**config.mk**
```make
export PLATFORM = sky130hd
export DESIGN_NAME = sv32_ptw_flat
export DESIGN_NICKNAME = d
export VERILOG_FILES = /design/src/rtl/sv32_ptw_if.sv /design/src/rtl/sv32_ptw.sv /design/src/flat_wrapper.sv
export SDC_FILE = /design/constraint.sdc
export NUM_CORES = 1
export LEC_CHECK = 0
export BUFFER_PORTS_ARGS = -buffer_cell sky130_fd_sc_hd__buf_2
export CORE_ASPECT_RATIO = 0.9
export CORE_MARGIN = 3
export CORE_UTILIZATION = 54
export CTS_BUF_LIST = sky130_fd_sc_hd__clkbuf_4 sky130_fd_sc_hd__clkbuf_8
export CTS_CLUSTER_SIZE = 20
export DETAILED_ROUTE_END_ITERATION = 7
export GPL_TIMING_DRIVEN = 0
export PLACE_DENSITY = 0.95
export SLEW_MARGIN = 10
export SYNTH_ARGS = -nofsm -noshare
export SYNTH_HDL_FRONTEND = slang
export SYNTH_SLANG_ARGS = --single-unit
```
**constraint.sdc**
```tcl
create_clock -name clk_i -period 6 [get_ports clk_i]
set_clock_uncertainty 0.15 [all_clocks]
set_input_delay 1.2 -clock clk_i [delete_from_list [all_inputs] [get_ports clk_i]]
set_output_delay 1.2 -clock clk_i [all_outputs]
set_load 0.01 [all_outputs]
```
**src/rtl/sv32_ptw_if.sv**
```systemverilog
// Memory read port of the Sv32 page-table walker: one request, one response,
// at most one outstanding.
interface sv32_ptw_if;
   logic        req_valid_o;
   logic        req_ready_i;
   logic [33:0] req_addr_o;
   logic        rsp_valid_i;
   logic [31:0] rsp_data_i;
   logic        rsp_err_i;

   modport master (output req_valid_o, req_addr_o,
                   input  req_ready_i, rsp_valid_i, rsp_data_i, rsp_err_i);
   modport slave  (input  req_valid_o, req_addr_o,
                   output req_ready_i, rsp_valid_i, rsp_data_i, rsp_err_i);
endinterface

```
**src/rtl/sv32_ptw.sv**
```systemverilog
// Sv32 two-level hardware page-table walker feeding the TLB refill port.
// Walks on a TLB miss, emits a one-cycle refill on success or a fault pulse otherwise.
module sv32_ptw #(
   parameter int ASID_WIDTH       = 9,
   parameter bit PTW_USE_ACCESSED = 1'b1
) (
   input  logic                         clk_i,
   input  logic                         rst_ni,
   input  logic                         flush_i,
   input  logic                         miss_valid_i,
   input  logic [31:0]                  miss_vaddr_i,
   input  logic [ASID_WIDTH-1:0]        miss_asid_i,
   input  logic [21:0]                  satp_ppn_i,
   output logic                         busy_o,
   sv32_ptw_if.master                   mem,
   output logic [2+20+ASID_WIDTH+32-1:0] update_o,
   output logic                         fault_o,
   output logic                         fault_access_o,
   output logic [31:0]                  fault_vaddr_o
);

   typedef enum logic [2:0] {
      IDLE, L1_REQ, L1_WAIT, L0_REQ, L0_WAIT, DONE, FAULT, DRAIN
   } state_t;

   state_t                state_q, state_d;
   logic [31:0]           vaddr_q, pte_q;
   logic [ASID_WIDTH-1:0] asid_q;
   logic                  is_4m_q, access_q;

   // Classification of the PTE currently on the response bus
   logic p_bad, p_leaf, p_misal, p_noacc;
   assign p_bad   = !mem.rsp_data_i[0] || (!mem.rsp_data_i[1] && mem.rsp_data_i[2]);
   assign p_leaf  = mem.rsp_data_i[1] | mem.rsp_data_i[3];
   assign p_misal = mem.rsp_data_i[19:10] != 10'd0;
   assign p_noacc = PTW_USE_ACCESSED && !mem.rsp_data_i[6];

   always_ff @(posedge clk_i or negedge rst_ni) begin
      if (!rst_ni) state_q <= IDLE;
      else         state_q <= state_d;
   end

   always_comb begin
      state_d = state_q;
      unique case (state_q)
         IDLE:
            if (miss_valid_i && !flush_i) state_d = L1_REQ;
         L1_REQ, L0_REQ:
            if (flush_i)
               state_d = mem.req_ready_i ? DRAIN : IDLE;
            else if (mem.req_ready_i)
               state_d = (state_q == L1_REQ) ? L1_WAIT : L0_WAIT;
         L1_WAIT:
            if (flush_i)
               state_d = mem.rsp_valid_i ? IDLE : DRAIN;
            else if (mem.rsp_valid_i) begin
               if (mem.rsp_err_i || p_bad) state_d = FAULT;
               else if (p_leaf)            state_d = (p_misal || p_noacc) ? FAULT : DONE;
               else                        state_d = L0_REQ;
            end
         L0_WAIT:
            if (flush_i)
               state_d = mem.rsp_valid_i ? IDLE : DRAIN;
            else if (mem.rsp_valid_i) begin
               if (mem.rsp_err_i || p_bad || !p_leaf || p_noacc) state_d = FAULT;
               else                                              state_d = DONE;
            end
         DONE, FAULT:
            state_d = IDLE;
         DRAIN:
            if (mem.rsp_valid_i) state_d = IDLE;
         default:
            state_d = IDLE;
      endcase
   end

   always_ff @(posedge clk_i or negedge rst_ni) begin
      if (!rst_ni) begin
         vaddr_q       <= '0;
         asid_q        <= '0;
         pte_q         <= '0;
         is_4m_q       <= 1'b0;
         access_q      <= 1'b0;
         fault_vaddr_o <= '0;
      end else begin
         if (state_q == IDLE && miss_valid_i && !flush_i) begin
            vaddr_q       <= miss_vaddr_i;
            asid_q        <= miss_asid_i;
            fault_vaddr_o <= '0;
         end
         if ((state_q == L1_WAIT || state_q == L0_WAIT) && mem.rsp_valid_i && !flush_i) begin
            pte_q    <= mem.rsp_data_i;
            is_4m_q  <= (state_q == L1_WAIT);
            access_q <= mem.rsp_err_i;
         end
         // Reported vaddr becomes visible in the same cycle as the fault pulse
         if (state_d == FAULT && state_q != FAULT)
            fault_vaddr_o <= vaddr_q;
      end
   end

   always_comb begin
      busy_o          = (state_q != IDLE);
      mem.req_valid_o = 1'b0;
      mem.req_addr_o  = '0;
      update_o        = '0;
      fault_o         = 1'b0;
      fault_access_o  = 1'b0;
      unique case (state_q)
         L1_REQ: begin
            mem.req_valid_o = 1'b1;
            mem.req_addr_o  = {satp_ppn_i, 12'b0} + {22'b0, vaddr_q[31:22], 2'b0};
         end
         L0_REQ: begin
            mem.req_valid_o = 1'b1;
            mem.req_addr_o  = {pte_q[31:10], 12'b0} + {22'b0, vaddr_q[21:12], 2'b0};
         end
         DONE:
            if (!flush_i) update_o = {1'b1, is_4m_q, vaddr_q[31:12], asid_q, pte_q};
         FAULT:
            if (!flush_i) begin
               fault_o        = 1'b1;
               fault_access_o = access_q;
            end
         default: ;
      endcase
   end

endmodule

```
**src/flat_wrapper.sv**
```systemverilog
// flat-port wrapper written by rule: the top's interface ports become plain ports
module sv32_ptw_flat 
#(
   parameter int ASID_WIDTH       = 9,
   parameter bit PTW_USE_ACCESSED = 1'b1
)
  (clk_i, rst_ni, flush_i, miss_valid_i, miss_vaddr_i, miss_asid_i, satp_ppn_i, busy_o, update_o, fault_o, fault_access_o, fault_vaddr_o, mem_req_valid_o, mem_req_addr_o, mem_req_ready_i, mem_rsp_valid_i, mem_rsp_data_i, mem_rsp_err_i);
  sv32_ptw_if mem_i ();
  input  logic clk_i;
  input  logic rst_ni;
  input  logic flush_i;
  input  logic miss_valid_i;
  input  logic [31:0] miss_vaddr_i;
  input  logic [ASID_WIDTH-1:0] miss_asid_i;
  input  logic [21:0] satp_ppn_i;
  output logic busy_o;
  output logic [2+20+ASID_WIDTH+32-1:0] update_o;
  output logic fault_o;
  output logic fault_access_o;
  output logic [31:0] fault_vaddr_o;
  output wire logic [$bits(mem_i.req_valid_o)-1:0] mem_req_valid_o;
  output wire logic [$bits(mem_i.req_addr_o)-1:0] mem_req_addr_o;
  input wire logic [$bits(mem_i.req_ready_i)-1:0] mem_req_ready_i;
  input wire logic [$bits(mem_i.rsp_valid_i)-1:0] mem_rsp_valid_i;
  input wire logic [$bits(mem_i.rsp_data_i)-1:0] mem_rsp_data_i;
  input wire logic [$bits(mem_i.rsp_err_i)-1:0] mem_rsp_err_i;
  assign mem_req_valid_o = mem_i.req_valid_o;
  assign mem_req_addr_o = mem_i.req_addr_o;
  assign mem_i.req_ready_i = mem_req_ready_i;
  assign mem_i.rsp_valid_i = mem_rsp_valid_i;
  assign mem_i.rsp_data_i = mem_rsp_data_i;
  assign mem_i.rsp_err_i = mem_rsp_err_i;
  sv32_ptw #(.ASID_WIDTH(ASID_WIDTH), .PTW_USE_ACCESSED(PTW_USE_ACCESSED)) u_core (.clk_i(clk_i), .rst_ni(rst_ni), .flush_i(flush_i), .miss_valid_i(miss_valid_i), .miss_vaddr_i(miss_vaddr_i), .miss_asid_i(miss_asid_i), .satp_ppn_i(satp_ppn_i), .busy_o(busy_o), .mem(mem_i), .update_o(update_o), .fault_o(fault_o), .fault_access_o(fault_access_o), .fault_vaddr_o(fault_vaddr_o));
endmodule
```
==> flow_summary.ini, run 1 <==
[timing]
fin_tns_setup_ns = 0
relSlewSlack = 0.3263
finalSetupViolCount = 0
period_share = 0.7528
drv_slew = 0
fin_crit_ns = 4.517
whs_ns = 0.3290
max_freq_mhz = 221.4
worstMarginPinSlew_ns = 1.003
rsz0062_at_grt = no
hold_viol = 0

[pwr]
pwr_density_cell_mw_per_mm2 = 434.4
p_seq_frac = 0.412
ir_drop_uv = 255.8
p_switching_mw = 1.239
p_int_mw = 1.867
pwr-share-comb = 0.421
finalPower_mw = 3.106
p_leak_nw = 4.110
switching_share = 0.3990
pwr-share-clk = 0.167

[cts]
cts_resized = 0
insertion_delay_ns = 0.38
postCtsSetupRepairBufs = 0
root_buffer = clkbuf_8
cts_tree = done
clock-sinks = 110
htree_levels = 3
cts.clk_slew.worst_paths_ns = 0.10
ctsLongestPathBuffers = 2
numCtsBuffers = 9
hold_buffers = 0

[finish]
seq_area_sq_mm = 0.002753
num-fill-cells = 732
num_antenna_cells = 0
postLayoutCellArea_sq_mm = 0.007151
syn_to_final_growth_pct = 28.69
multiInputGateArea_sq_mm = 0.002450
nNetsFinal = 922
finalNonFillerCells = 951
final_layout_size_suffix_gt1_frac = 0.3115

[route]
vias = 4950
finalWirelength_microns = 15820
avgViaCountPerCell = 5.205
drt_iter0_markers = 348
drt-wirelength-per-cell_microns = 16.64
drc = 0
postRouteAntennaNets = 0
first_pass_iters = 5

[placement]
place_congestion = 0.9263
dp.cells = 935
hpwl_microns = 12210
portBuffers = 232
placed_area_sq_mm = 0.006913

[global_routing]
grt_pass1_vias = 4796
grt_start_max_net_pins = 66
overflow = 0
antenna_found_initial = 1
grt_pass1_wl_microns = 24650
grt_usage = 0.2736

[outcome]
run_status = finished, final reports clean

[logic_synthesis]
synth_most_common_cell = nand2_1
ys_warn_count = 0
ys.flop_type = dfrtp_1
synth_area_leader_cell = dfrtp_1
syn_area_sq_mm = 0.005557
synth_top_area_share = 0.4954
avgSynthCellArea_sq_um = 9.664
synth_edf_count = 0
ys_seq_elements = 110
synth_cell_types = 37
synth.area.top_cells = dfrtp_1, mux2i_1, nand2_1
synth.yosys.seq_area_share = 0.4954
synth_common_cells = nand2_1, dfrtp_1, mux2i_1
ys_async_sr_fraction = 1.000
syn_inst = 575

[critical_path]
worstPathMaxFanout = 10
end_kind = output pin
cp-start-kind = primary input
cp.arrival_ns = 3.17
worstSetupPathType = primary input to output pin
crit_required_ns = 4.65

[floorplan]
coreArea_sq_mm = 0.009827
die_h_microns = 102.2
die-width_microns = 112.9
initial_core_util = 0.5654
ios = 235
dieArea_sq_mm = 0.01154
fp-row-count = 34

[job]
drv_cap = 0

[min_path]
hp-class = flop to flop
[flip-flops by register name (all words and copies together), names as in the netlist]
signal,count
u_core.vaddr_q,32
u_core.pte_q,32
u_core.asid_q,9
u_core.fault_vaddr_o,32
u_core.access_q,1
u_core.is_4m_q,1
u_core.state_q,3
[critical path, cell delays in order]
cell	delay, ns
buf_2	0.13
clkbuf_1	0.23
nor3_1	0.86
clkbuf_1	0.41
and2_1	0.20
buf_2	0.13
[cells in the final DEF (no fill, tap or decap), types with 3 or more instances in the layout]
| cell type | Yosys | final |
|---|---|---|
| a21oi_1 | 7 | 7 |
| dfrtp_1 | 110 | 110 |
| and2_1 | 43 | 43 |
| nor2_1 | 36 | 36 |
| buf_2 | 1 | 232 |
| nor4_1 | 22 | 22 |
| mux2_1 | 41 | 41 |
| nor3_1 | 3 | 3 |
| clkbuf_8 | 0 | 9 |
| or3b_1 | 3 | 3 |
| buf_8 | 3 | 3 |
| mux2i_1 | 64 | 64 |
| o21ai_0 | 4 | 4 |
| inv_1 | 37 | 37 |
| nand2_1 | 131 | 131 |
| nand2b_1 | 3 | 3 |
| clkbuf_1 | 38 | 38 |
| nor2b_1 | 3 | 3 |
[final cells by class]
cell class                      count  share of cell area
Buffer                             45             0.03062
Clock buffer                        9             0.01732
Clock inverter                      7             0.01592
Inverter                           37             0.01942
Multi-Input combinational cell    384              0.3426
Sequential cell                   110              0.3850
Tap cell                          126             0.02205
Timing Repair Buffer              233              0.1671
[cell families after synthesis]
logic type      Yosys count  share of synthesized area
compound gates           21                    0.02590
xor+xnor                  2                   0.003153
buf+inv                  82                    0.06440
flops                   110                     0.4954
mux                     105                     0.1984
other cells               1                  0.0006749
simple gates            254                     0.2121
[worst paths after layout]
| path | from | cells after the start | endpoint | slack [ns] |
|---|---|---|---|---|
| max | flush_i | 6 | update_o[40] | 1.48 |
| min | u_core.pte_q[8] | 2 | u_core.pte_q[8] | 0.33 |
| max reg2reg | u_core.state_q[2] | 6 | u_core.vaddr_q[27] | 3.27 |
| min reg2reg | u_core.pte_q[8] | 2 | u_core.pte_q[8] | 0.33 |
| max in group asynchronous | rst_ni | 2 | u_core.fault_vaddr_o[31] | 4.47 |
| min in group asynchronous | rst_ni | 1 | u_core.vaddr_q[24] | 0.59 |
[power by group through the flow]
stage	clock network, mW	registers (mW)	logic, mW
global placement	0	1.27	1.26
detailed placement	0	1.29	1.31
global route	0.560	1.32	1.45
floorplan	0	1.26	0.847
CTS	0.527	1.28	1.32
finish	0.519	1.28	1.31
[stage by stage]
| step | utilization | worst slack [ns] |
|---|---|---|
| global placement | 0.7000 | 1.517 |
| global route | 0.7277 | 1.329 |
| finish | 0.7277 | 1.483 |
| floorplan | - | 2.382 |
| detailed placement | 0.7035 | 1.497 |
| CTS | 0.7277 | 1.491 |
[routing by layer]
| layer | wire length, microns | up-vias | track usage |
|---|---|---|---|
| met3 | 931 | 25 | 0.05269 |
| met1 | 6323 | 2392 | 0.3473 |
| met5 | 13 | - | 0 |
| met2 | 8291 | 176 | 0.4854 |
| met4 | 263 | 2 | 0.07209 |
| li1 | - | 2355 | - |
Note: power is estimated with default switching activity, not from simulation.
==> inputs of run 2 (changes only) <==
CORE_UTILIZATION = 45   (was 54)
PLACE_DENSITY = 0.87   (was 0.95)
clock period = 3.7 ns   (was 6 ns; I/O delays follow)
==> flow_summary.ini, run 2 (synthesis results as in run 1) <==
[job]
drv_cap = 0

[finish]
finalNonFillerCells = 982
postLayoutCellArea_sq_mm = 0.007164
mostFrequentLayoutCell = buf_2
num-fill-cells = 1071
seq_area_sq_mm = 0.002753
final_layout_size_suffix_gt1_frac = 0.3164
reg.largest.list = u_core.fault_vaddr_o: 32 flops, u_core.pte_q: 32 flops, u_core.vaddr_q: 32 flops
multiInputGateArea_sq_mm = 0.002455
nNetsFinal = 922
fin_util = 0.6093
final_cell_mix = buf_2, nand2_1, dfrtp_1
syn_to_final_growth_pct = 28.93

[pwr]
switching_share = 0.4118
p_leak_nw = 4.103
p_int_mw = 2.897
pwr-share-comb = 0.427
finalPower_mw = 4.925
ir_drop_uv = 304.9
p_seq_frac = 0.424
pwr_density_cell_mw_per_mm2 = 687.4
pwr-share-clk = 0.149
p_switching_mw = 2.028

[floorplan]
die_h_microns = 111.4
coreArea_sq_mm = 0.01176
fp-row-count = 37
die-width_microns = 123.1
ios = 235
dieArea_sq_mm = 0.01372
initial_core_util = 0.4725

[global_routing]
grt_usage = 0.2323
grt_pass1_vias = 4953
grt_pass1_wl_microns = 25250
antenna_found_initial = 1
overflow = 0
grt_start_max_net_pins = 65

[critical_path]
cpMaxStageDelayCell = nor3_2
cp-start-kind = flop
end_kind = output pin
worstSetupPathType = flop to output pin
crit_buf_inv = 4
cp_common_cell = clkbuf_1
crit_required_ns = 2.81
r2r_slack_ns = 0.95
reg2reg_depth = 6
crit_chain = clkbuf_1, nand2b_1, clkbuf_1, nor3_2, clkbuf_1, and2_1, buf_2
max_stage_delay_ns = 0.50
cp.arrival_ns = 2.55
worstPathMaxFanout = 10
path_depth = 7
critPathTopFamily = buffers and inverters

[cts]
clock-sinks = 110
postCtsSetupRepairBufs = 0
ctsLongestPathBuffers = 2
cts_tree = done
htree_levels = 3
root_buffer = clkbuf_8
numCtsBuffers = 9
cts.clk_slew.worst_paths_ns = 0.11
insertion_delay_ns = 0.36

[timing]
fin_tns_setup_ns = 0
fin_crit_ns = 3.440
hold_viol = 0
finalSetupViolCount = 0
relSlewSlack = 0.5644
worstMarginPinSlew_ns = 0.6534
drv_slew = 0
rsz0062_at_grt = no
period_share = 0.9298
max_freq_mhz = 290.7

[min_path]
hp-class = primary input to asynchronous set/reset pin

[route]
drc = 0
postRouteAntennaNets = 0
drt-wirelength-per-cell_microns = 16.23
drt_iter0_markers = 330
avgViaCountPerCell = 4.996
finalWirelength_microns = 15940
first_pass_iters = 4
vias = 4906

[placement]
hpwl_microns = 12520
place_congestion = 0.8966
dp.cells = 965
portBuffers = 232
placed_area_sq_mm = 0.006950

[outcome]
run_status = finished, final reports clean
-- run 2: changes by cell type in the layout (fill, tap and decap cells not counted) --
cell	delta
diode_2	+1
clkinv_4	+1
bufinv_16	-2
nor3_2	+1
nor3_1	-1
clkinv_8	+1
clkbuf_2	+3
clkbuf_1	-3
-- run 2: layer usage --
metal	share of wire	vias to the layer above	GRT usage
met5	0	-	0
met4	0.019	0	0.06052
met3	0.050	21	0.04622
met2	0.50	180	0.3884
met1	0.43	2339	0.3085
li1	-	2366	-
-- run 2: what timing repair did --
item,in CTS,in global routing
endpoints found under the setup margin,9,23
hold buffers,0,0
gates resized for setup,1,7
gates cloned,0,0
-- run 2: worst register-to-register path, cell delays in order (launching register included) --
cell and delay [ns]:
dfrtp_1 0.41, clkbuf_1 0.22, or3_1 0.42, or3b_1 0.35, clkbuf_1 0.31, clkbuf_1 0.38, mux2_1 0.41
-- run 2: final cells by class --
type | instances | share of cell area
inverters | 37 | 0.01939
clock buffers | 9 | 0.01729
multi-input cells | 384 | 0.3426
clock inverters | 7 | 0.01100
flip-flops and latches | 110 | 0.3842
well taps | 156 | 0.02724
diodes | 1 | 0.0003493
repair buffers | 233 | 0.1668
plain buffers | 45 | 0.03109
-- run 2: metrics by stage --
step / worst slack [ns] / hold WS [ns]
2_1_floorplan: 0.9436 / 0.2874
3_3_place_gp: 0.08562 / 0.3045
3_5_place_dp: 0.1437 / 0.3078
4_1_cts: 0.06778 / 0.1361
5_1_grt: 0.02309 / 0.1264
6_report: 0.2596 / 0.1276
-- run 2: power groups by stage --
stage                     Sequential [mW]  Clock [mW]  Combinational [mW]
after floorplan                      2.04           0                1.37
after CTS                            2.09       0.752                2.12
after detailed placement             2.11           0                2.12
after global routing                 2.17       0.810                2.34
final                                2.09       0.733                2.10
after global placement               2.08           0                2.03
-- run 2: worst paths after layout --
kind                                         from                       to
worst max-delay path            u_core.state_q[1]             update_o[61]
worst min-delay path                       rst_ni          u_core.pte_q[6]
worst max register to register  u_core.state_q[2]       u_core.vaddr_q[18]
worst min register to register    u_core.pte_q[7]          u_core.pte_q[7]
max in group asynchronous                  rst_ni  u_core.fault_vaddr_o[0]
min in group clk_i                u_core.pte_q[7]          u_core.pte_q[7]
==> inputs of run 3 (changes only) <==
CORE_UTILIZATION = 50   (was 45)
PLACE_DENSITY = 0.91   (was 0.87)
clock period = 3.49 ns   (was 3.7 ns; I/O delays follow)
==> flow_summary.ini, run 3 (synthesis results as in run 1) <==
[outcome]
run_status = finished, final reports clean

[route]
drt-wirelength-per-cell_microns = 16.23
finalWirelength_microns = 15800
drc = 0
vias = 5013
first_pass_iters = 5
postRouteAntennaNets = 0
avgViaCountPerCell = 5.152
drt_iter0_markers = 456

[pwr]
finalPower_mw = 5.282
ir_drop_uv = 393.6
p_leak_nw = 4.111
pwr_density_cell_mw_per_mm2 = 736.8

[timing]
fin_crit_ns = 3.262
period_share = 0.9346
relSlewSlack = 0.5839
drv_slew = 0
finalSetupViolCount = 0
fin_tns_setup_ns = 0
max_freq_mhz = 306.6
worstMarginPinSlew_ns = 0.6241
rsz0062_at_grt = no
setup_slack_ns = 0.2282
hold_viol = 0

[finish]
final_layout_size_suffix_gt1_frac = 0.3164
final_cell_mix = buf_2, nand2_1, dfrtp_1
nNetsFinal = 922
num-fill-cells = 865
mostFrequentLayoutCell = buf_2
syn_to_final_growth_pct = 29.00
num_antenna_cells = 0
postLayoutCellArea_sq_mm = 0.007168
reg.largest.list = u_core.fault_vaddr_o: 32 flops, u_core.pte_q: 32 flops, u_core.vaddr_q: 32 flops
finalNonFillerCells = 973

[placement]
dp.cells = 957
portBuffers = 232
placed_area_sq_mm = 0.006940
pre_cts_slack_ns = -0.09816
place_congestion = 0.8586
hpwl_microns = 12340

[cts]
cts_tree = done
root_buffer = clkbuf_8
numCtsBuffers = 9
postCtsSetupRepairBufs = 0
insertion_delay_ns = 0.37
cts.clk_slew.worst_paths_ns = 0.11
clock-sinks = 110
ctsLongestPathBuffers = 2
htree_levels = 3
hold_buffers = 0

[critical_path]
end_kind = output pin
crit_required_ns = 2.64
worstSetupPathType = flop to output pin
cp.arrival_ns = 2.41
worstPathMaxFanout = 10
cp-start-kind = flop

[global_routing]
grt_pass1_vias = 5027
grt_pass1_wl_microns = 24870
grt_usage = 0.2567
grt_start_max_net_pins = 63
overflow = 0
antenna_found_initial = 0

[floorplan]
die-width_microns = 117.1
die_h_microns = 106.0
fp-row-count = 35
coreArea_sq_mm = 0.01055
dieArea_sq_mm = 0.01242
initial_core_util = 0.5265
ios = 235

[job]
drv_cap = 0

[min_path]
hp-class = primary input to asynchronous set/reset pin
run 3: final timing paths:
kind | from | endpoint | cells after the start | slack (ns)
max in group asynchronous | rst_ni | u_core.pte_q[28] | 2 | 2.44
max reg2reg | u_core.state_q[2] | u_core.vaddr_q[12] | 6 | 0.78
min reg2reg | u_core.pte_q[3] | u_core.pte_q[3] | 2 | 0.33
min in group clk_i | u_core.pte_q[3] | u_core.pte_q[3] | 2 | 0.33
max | u_core.state_q[1] | mem_req_addr_o[3] | 6 | 0.23
min | rst_ni | u_core.fault_vaddr_o[17] | 1 | 0.10
run 3: power by group:
| group | total, mW | leakage, nW | internal (mW) | switching (mW) |
|---|---|---|---|---|
| sequential | 2.21 | 1.37 | 1.83 | 0.372 |
| clock | 0.824 | 0.106 | 0.365 | 0.459 |
| combinational | 2.25 | 2.63 | 0.953 | 1.30 |
| total | 5.28 | 4.11 | 3.15 | 2.13 |
run 3: repair_timing:
item,4_1_cts,5_1_grt
hold endpoints to repair,0,0
gates resized for setup,3,3
setup endpoints to repair,53,48
run 3: layer usage:
layer  routed length (microns)  share of wire  vias to the layer above  global-route usage
met5                         0              0                        -                   0
met3                       929          0.059                       32             0.05692
met1                      6483           0.41                     2424              0.3164
li1                          -              -                     2359                   -
met4                       425          0.027                        0             0.08763
met2                      7957           0.50                      198              0.4411
run 3: cell type report:
cell class / instances / area, sq um / area share
tap: 148 / 185.2 / 0.02583
clock buffer: 10 / 137.6 / 0.01920
inverter: 37 / 138.9 / 0.01938
multi-input combinational: 384 / 2461 / 0.3433
sequential: 110 / 2753 / 0.3840
buffer: 45 / 222.7 / 0.03107
clock inverter: 6 / 75.07 / 0.01047
timing repair buffer: 233 / 1195 / 0.1667
run 3: critical path, cell delays in order, from the launching register on:
cell and delay, ns:
dfrtp_1 0.33, clkbuf_1 0.25, clkbuf_1 0.47, clkbuf_2 0.47
mux2i_1 0.26, nor2_1 0.08, buf_2 0.17
run 3: per-stage QoR:
stage                 util  hold WS, ns
floorplan                -       0.2524
global placement    0.6544       0.3020
detailed placement  0.6576       0.3073
CTS                 0.6785       0.1007
global route        0.6792       0.1052
finish              0.6792       0.1016
